**src/rtl/ysyx_22040127_ifu_if.sv**
```systemverilog
// ysyx_22040127_ifu_if: instruction-memory and decode handshake bundle of the fetch unit
interface ysyx_22040127_ifu_if;
  logic        imem_req_valid;
  logic        imem_req_ready;
  logic [63:0] imem_req_addr;
  logic        imem_resp_valid;
  logic [31:0] imem_resp_data;
  logic        inst_valid;
  logic        inst_ready;
  logic [31:0] instruction;
  logic [63:0] inst_pc;
  modport master (
    output imem_req_valid, imem_req_addr, inst_valid, instruction, inst_pc,
    input  imem_req_ready, imem_resp_valid, imem_resp_data, inst_ready
  );
  modport slave (
    input  imem_req_valid, imem_req_addr, inst_valid, instruction, inst_pc,
    output imem_req_ready, imem_resp_valid, imem_resp_data, inst_ready
  );
endinterface

```
**src/rtl/ysyx_22040127_ifu.sv**
```systemverilog
// ysyx_22040127_ifu: single-outstanding instruction fetch with redirect, stale-response kill and halt
module ysyx_22040127_ifu #(
  parameter logic [63:0] RESET_PC = 64'h0000_0000_8000_0000
) (
  input  logic                          clk,
  input  logic                          rst,
  ysyx_22040127_ifu_if.master           bus,
  input  logic                          redirect_valid,
  input  logic [63:0]                   redirect_pc,
  input  logic                          halt,
  output logic [63:0]                   inst_count
);
  typedef enum logic [2:0] {BOOT, REQ, WAIT, HOLD, HALT} state_t;
  state_t      state_q, state_d;
  logic [63:0] pc_q, pc_d, ipc_q, ipc_d, cnt_q, cnt_d, rpc;
  logic [31:0] inst_q, inst_d;
  logic        kill_q, kill_d, rv_q, iv_q;
  assign rpc = redirect_pc & ~64'd3;
  // Next-state logic: halt beats redirect beats the normal fetch sequence
  always_comb begin
    state_d = state_q;
    pc_d    = pc_q;
    kill_d  = kill_q;
    inst_d  = inst_q;
    ipc_d   = ipc_q;
    cnt_d   = cnt_q;
    if (halt) state_d = HALT;
    else if (state_q != HALT) begin
      if (redirect_valid) pc_d = rpc;
      case (state_q)
        BOOT: state_d = REQ;
        REQ: if (bus.imem_req_ready) begin
          state_d = WAIT;
          kill_d  = redirect_valid;
        end
        WAIT: if (bus.imem_resp_valid) begin
          state_d = (kill_q || redirect_valid) ? REQ : HOLD;
          kill_d  = 1'b0;
          if (!kill_q && !redirect_valid) begin
            inst_d = bus.imem_resp_data;
            ipc_d  = pc_q;
          end
        end else if (redirect_valid) kill_d = 1'b1;
        HOLD: if (bus.inst_ready) begin
          state_d = REQ;
          cnt_d   = cnt_q + 64'd1;
          pc_d    = redirect_valid ? rpc : pc_q + 64'd4;
        end else if (redirect_valid) state_d = REQ;
        default: state_d = HALT;
      endcase
    end
  end
  // State and registered handshake outputs
  always_ff @(posedge clk or posedge rst) begin
    if (rst) begin
      state_q <= BOOT;
      pc_q    <= RESET_PC;
      kill_q  <= 1'b0;
      inst_q  <= 32'd0;
      ipc_q   <= 64'd0;
      cnt_q   <= 64'd0;
      rv_q    <= 1'b0;
      iv_q    <= 1'b0;
    end else begin
      state_q <= state_d;
      pc_q    <= pc_d;
      kill_q  <= kill_d;
      inst_q  <= inst_d;
      ipc_q   <= ipc_d;
      cnt_q   <= cnt_d;
      rv_q    <= state_d == REQ;
      iv_q    <= state_d == HOLD;
    end
  end
  assign bus.imem_req_valid = rv_q;
  assign bus.imem_req_addr  = pc_q;
  assign bus.inst_valid     = iv_q;
  assign bus.instruction    = inst_q;
  assign bus.inst_pc        = ipc_q;
  assign inst_count         = cnt_q;
endmodule

```
**src/flat_wrapper.sv**
```systemverilog
// flat-port wrapper written by rule: the top's interface ports become plain ports
module ysyx_22040127_ifu_flat 
#(
  parameter logic [63:0] RESET_PC = 64'h0000_0000_8000_0000
)
  (clk, rst, redirect_valid, redirect_pc, halt, inst_count, bus_imem_req_valid, bus_imem_req_addr, bus_inst_valid, bus_instruction, bus_inst_pc, bus_imem_req_ready, bus_imem_resp_valid, bus_imem_resp_data, bus_inst_ready);
  ysyx_22040127_ifu_if bus_i ();
  input  logic clk;
  input  logic rst;
  input  logic redirect_valid;
  input  logic [63:0] redirect_pc;
  input  logic halt;
  output logic [63:0] inst_count;
  output wire logic [$bits(bus_i.imem_req_valid)-1:0] bus_imem_req_valid;
  output wire logic [$bits(bus_i.imem_req_addr)-1:0] bus_imem_req_addr;
  output wire logic [$bits(bus_i.inst_valid)-1:0] bus_inst_valid;
  output wire logic [$bits(bus_i.instruction)-1:0] bus_instruction;
  output wire logic [$bits(bus_i.inst_pc)-1:0] bus_inst_pc;
  input wire logic [$bits(bus_i.imem_req_ready)-1:0] bus_imem_req_ready;
  input wire logic [$bits(bus_i.imem_resp_valid)-1:0] bus_imem_resp_valid;
  input wire logic [$bits(bus_i.imem_resp_data)-1:0] bus_imem_resp_data;
  input wire logic [$bits(bus_i.inst_ready)-1:0] bus_inst_ready;
  assign bus_imem_req_valid = bus_i.imem_req_valid;
  assign bus_imem_req_addr = bus_i.imem_req_addr;
  assign bus_inst_valid = bus_i.inst_valid;
  assign bus_instruction = bus_i.instruction;
  assign bus_inst_pc = bus_i.inst_pc;
  assign bus_i.imem_req_ready = bus_imem_req_ready;
  assign bus_i.imem_resp_valid = bus_imem_resp_valid;
  assign bus_i.imem_resp_data = bus_imem_resp_data;
  assign bus_i.inst_ready = bus_inst_ready;
  ysyx_22040127_ifu #(.RESET_PC(RESET_PC)) u_core (.clk(clk), .rst(rst), .bus(bus_i), .redirect_valid(redirect_valid), .redirect_pc(redirect_pc), .halt(halt), .inst_count(inst_count));
endmodule
```
**config.mk**
```make
export PLATFORM = sky130hd
export DESIGN_NAME = ysyx_22040127_ifu_flat
export DESIGN_NICKNAME = d
export VERILOG_FILES = /design/src/rtl/ysyx_22040127_ifu_if.sv /design/src/rtl/ysyx_22040127_ifu.sv /design/src/flat_wrapper.sv
export SDC_FILE = /design/constraint.sdc
export NUM_CORES = 1
export LEC_CHECK = 0
export CAP_MARGIN = 20
export CORE_ASPECT_RATIO = 0.6
export CORE_MARGIN = 5
export CORE_UTILIZATION = 45
export CTS_BUF_LIST = sky130_fd_sc_hd__clkbuf_8
export DETAILED_ROUTE_END_ITERATION = 16
export GPL_ROUTABILITY_DRIVEN = 0
export MAX_ROUTING_LAYER = met4
export PLACE_DENSITY_LB_ADDON = 0.1
export SLEW_MARGIN = 20
export SYNTH_ARGS = -nofsm -noshare
export SYNTH_HDL_FRONTEND = slang
export SYNTH_SLANG_ARGS = --single-unit
```
**constraint.sdc**
```tcl
create_clock -name clk -period 7.49 [get_ports clk]
set_input_delay 1.498 -clock clk [delete_from_list [all_inputs] [get_ports clk]]
set_output_delay 1.498 -clock clk [all_outputs]
set_load 0.1 [all_outputs]
```
# --- Word level (Yosys, flattened, before mapping) ---
# Cells that the tools add are included.
classes:
  n_addsub: 2
  eq_ne: 8
  muxes: 16
  bitwise: 1
  reduce_logical: 10
ops:
  columns: ["cell", "n"]
  rows:
  - ["64-bit two-way mux", 4]
  - ["64-bit by 1-bit adder with 64-bit output, second input constant", 1]
  - ["64-bit by 3-bit adder with 64-bit output, second input constant", 1]
  - ["3-bit two-way mux", 6]
  - ["3-bit case mux with 4 select lines", 1]
  - ["5-bit AND reduction", 2]
  - ["3-bit by 2-bit equality test with 1-bit output, second input constant", 3]
  - ["3-bit by 1-bit equality test with 1-bit output, second input constant", 2]
  - ["3-bit != test, second input constant", 2]
  - ["4-bit AND reduction", 1]
  - ["3-bit zero test", 1]
  - ["1-bit two-way mux", 3]
  - ["1-bit zero test", 2]
  - ["2-bit two-way mux", 1]
  - ["2-bit != test, second input constant", 1]
  - ["1-bit case mux with 2 select lines", 1]
  - ["2-bit AND reduction", 1]
  - ["2-bit nonzero test", 1]
  - ["1-bit logical AND", 1]
  - ["1-bit logical OR", 1]
  - ["1-bit NOT", 1]
word_totals:
  register_bits: 230
  inputBits: 103
  wordCells: 45

# --- Longest topological paths before layout ---
depth:
  ltp_word: 7
  ltp_mapped: 8

# --- Least setup slack after synthesis ---
# OpenSTA, ideal clock, no wires.
synth_path:
  kind: "input to register"
  startpoint: "in halt"
  endpoint: "reg u_core.cnt_q[42] (netlist: u_core.inst_count[42])"
  arrival_time_ns: 2.949
  required_ns: 7.331
  path_slack_ns: 4.383
  path_stages: 6
  n_path_buf: 0
  cell_sequence: "nor2_2 inv_2 or3_1 nor4_2 nand4_1 xnor2_1"
synth_via:
  elab_chain_cells: 2
synth_rtl:
  columns: ["element", "line", "source"]
  rows:
  - ["start: declaration", "flat_wrapper.sv:12", "input logic halt;"]
  - ["1-bit NOT (no line)", null, null]
  - ["4-bit AND reduction (no line)", null, null]
  - ["end signal: assignment", "ysyx_22040127_ifu.sv:70", "cnt_q <= cnt_d;"]
  - ["end: declaration", "ysyx_22040127_ifu.sv:15", "logic [63:0] pc_q, pc_d, ipc_q, ipc_d, cnt_q, cnt_d, rpc;"]
# Every way passes these cells.
# A chain may end at the register's enable or synchronous reset.

# --- Final worst setup path ---
layout_path:
  startpoint: "in halt"
  endpoint: "reg u_core.cnt_q[60] (netlist: u_core.inst_count[60])"
# Same word-level chain as after synthesis.

==> impl_metrics.json <==
{
  "synth.distinct_cells": 71,
  "rows": 44,
  "stdcell_count": 1733,
  "rrSetupSlack_ps": 4550,
  "status": "completed",
  "grt.total_usage": 0.272,
  "antenna_found_initial": 0,
  "grt_pass1_vias": 9859,
  "path_class": "input pin to register",
  "cp-end-kind": "register",
  "start_util": 0.462,
  "ys_seq_area_frac": 0.510,
  "cts.repair.resized": 0,
  "cts_tree": "yes",
  "grt_pass1_wl_mm": 59.7,
  "cts_sinks": 230,
  "synthMuxAreaShare": 0.100,
  "multi_input_area_um2": 5230,
  "drc": 0,
  "place_area_um2": 14800,
  "p_sw_frac": 0.321,
  "die-area_um2": 28500,
  "synth_top_family_by_area": "simple AND/OR/NAND/NOR gates",
  "slew_headroom": 0.252,
  "fin_crit_sh": 0.556,
  "layout_common_cells": "clkdlybuf4s50_1 (325), dfrtp_1 (229), mux2_2 (91), nand2_1 (75), nand3_1 (71)",
  "dp_hpwl_mm": 27.6,
  "gr-total-overflow": 0,
  "rsz0062_at_grt": "false",
  "synth_edf_count": 0,
  "htree_levels": 2,
  "clk_latency_ps": 560,
  "hold_violations": 0,
  "post-route-util": 0.635,
  "setup_viol": 0,
  "p_switching_w": 0.000920,
  "dieHeight_um": 133,
  "avgSynthCellArea_um2": 10.6,
  "path_clk_slew_ps": 60,
  "worst_slew_pin_slew_ps": 1120,
  "io_buffers": 326,
  "area_delta_synth_final_pct": 37.5,
  "synthCells": 1067,
  "numCtsBuffers": 37,
  "synth_nets": 1172,
  "p_leak_nw": 6.54,
  "r2r_cells": 6,
  "synth-xor-area-share": 0.0489,
  "dp.cells": 1670,
  "finalMaxSlewViolations": 0,
  "worst_hold_path.endpoint": "u_core.inst_count[63]",
  "arrival_ps": 4630,
  "synth-simple-area-share": 0.221,
  "critical_path.startpoint_type": "input pin",
  "yosys_warnings": 0,
  "route.final.wire_length_mm": 38.6,
  "drt_iter0_drc": 1100,
  "hold_path_depth": 1,
  "clock_skew_ps": 16.7,
  "ys.flop_type": "dfrtp_1",
  "detail-route-antenna-nets": 0,
  "fin_tns_setup_ps": 0,
  "cts-root-buf": "clkbuf_8",
  "ys_ff_latch": 230,
  "timing.fmax_mhz": 240,
  "yosys.area_share.adder": 0.00222,
  "diodes": 0,
  "syn_area_um2": 11300,
  "worstReg2RegEnd": "u_core.bus.inst_pc[28]",
  "first_pass_iters": 5,
  "clockBufferDepth": 3,
  "rr_startpoint": "u_core.state_q[2]",
  "vias_per_cell": 5.90,
  "cts_hold_buf": 0,
  "finalNetCount": 1493,
  "vias": 10221,
  "vdd_ir_drop_max_mv": 0.131,
  "post-route-cell-area_um2": 15500,
  "fin_crit_ps": 4170,
  "die_w_um": 214,
  "grt_max_degree": 130,
  "route.detailed.wl_per_inst_um": 22.3,
  "core_um2": 24400,
  "cap_violations": 0,
  "worstHoldPathType": "register to register",
  "io_pins": 329,
  "clockPowerShare": 0.361,
  "synth_compound_area_frac": 0.0893,
  "async_flop_share": 1.00,
  "comb_power_share": 0.168,
  "num-fill-cells": 2007,
  "crit_path_max_fanout": 12,
  "hold_path_startpoint": "u_core.inst_count[63]",
  "internal_power_w": 0.00194,
  "final_common_cell": "clkdlybuf4s50_1",
  "power_per_cell_area_nw_per_um2": 184,
  "power_frac_seq": 0.471,
  "drive_gt1_frac": 0.130,
  "required_ps": 7950,
  "cts_setup_buffers": 0,
  "register_area_um2": 5760
}
## cells in the mapped netlist (4+ instances only)
cell        n  area, um^2
a311oi_1    5        43.8
or3_1      16         100
dfrtp_1   229        5730
nand2b_1    6        37.5
nor4_2      4        50.1
and3_1     22         138
or4_1      10        75.1
a21oi_1    40         200
nor4_1     26         163
buf_2      16        80.1
nand4_1    55         344
mux2i_1     5        50.1
xnor2_1    37         324
a211o_1     5        43.8
mux2_2     91        1020
nor3_1     48         240
nor3b_1     4        30.0
a211oi_1    6        45.0
a22oi_1     6        45.0
o311ai_0    8        70.1
nand3_1    71         355
nand2_1    75         282
inv_1      14        52.6
a31oi_1     9        56.3
and4_1     19         166
o21ai_0    30         150
buf_4       4        30.0
mux2_1      5        56.3
clkbuf_1   36         135
xor2_1     26         228
nor2b_1     5        31.3
nor2_1     55         206
o32ai_1     5        43.8
and2_1      8        50.1
o211ai_1   11        82.6
## registers in the layout (all words and copies together) (netlist names)
register	count
u_core.bus.imem_req_addr	64
u_core.bus.imem_req_valid	1
u_core.bus.inst_pc	64
u_core.bus.inst_valid	1
u_core.bus.instruction	32
u_core.inst_count	64
u_core.kill_q	1
u_core.state_q	3
## metrics by stage
step,hold slack (ps),setup slack [ps],total power (W)
floorplan,557,2980,0.00167
global placement,458,2910,0.00185
detailed placement,474,2840,0.00185
CTS,483,3450,0.00289
global route,496,3130,0.00299
finish,485,3320,0.00286
## per-layer routing
metal	vias up	GRT usage	wire length, um
li1	4642	-	-
met1	4982	0.395	17700
met3	62	0.0968	4200
met5	-	-	0
met2	535	0.360	15900
met4	0	0.0694	809
## power by group through the flow
stage	clock network (W)	registers [W]	logic, W
4_1_cts	0.00107	0.00135	0.000483
3_3_place_gp	0	0.00137	0.000479
5_1_grt	0.00113	0.00135	0.000502
2_1_floorplan	0	0.00158	0.0000943
6_report	0.00103	0.00135	0.000481
3_5_place_dp	0	0.00137	0.000482
## worst max-delay path by stage
stage	from	slack, ps	to	depth (start not counted)
after floorplan	rst	2980	u_core.bus.imem_req_addr[0]	1
after global placement	halt	2910	u_core.inst_count[54]	7
after detailed placement	halt	2840	u_core.inst_count[54]	7
after CTS	halt	3450	u_core.inst_count[54]	7
after global routing	halt	3130	u_core.inst_count[54]	7
final	halt	3320	u_core.inst_count[60]	7
## critical path, stage by stage
cell,delay [ps]
clkdlybuf4s50_1,720
nor2_2,370
inv_2,180
nor3_2,470
nand4_1,660
nor4_1,520
xor2_1,190
## cell families (layout without fill, tap and decap cells)
| kind of cell | Yosys count | in the layout |
|---|---|---|
| multiplexers | 101 | 101 |
| XOR/XNOR | 63 | 63 |
| flip-flops | 230 | 230 |
| AND/OR/NAND/NOR | 444 | 444 |
| AO/OA/AOI/OAI | 152 | 152 |
| buffers and inverters | 75 | 419 |
| adder cells (fa/ha/maj) | 2 | 2 |
## area by class of cell
cell class	count	share of cell area
clock inverter	18	0.00492
sequential	230	0.371
inverter	16	0.00411
clock buffer	44	0.0390
tap	322	0.0259
multi-input combinational	762	0.337
timing repair buffer	341	0.219
(Power assumes the default switching activity.)
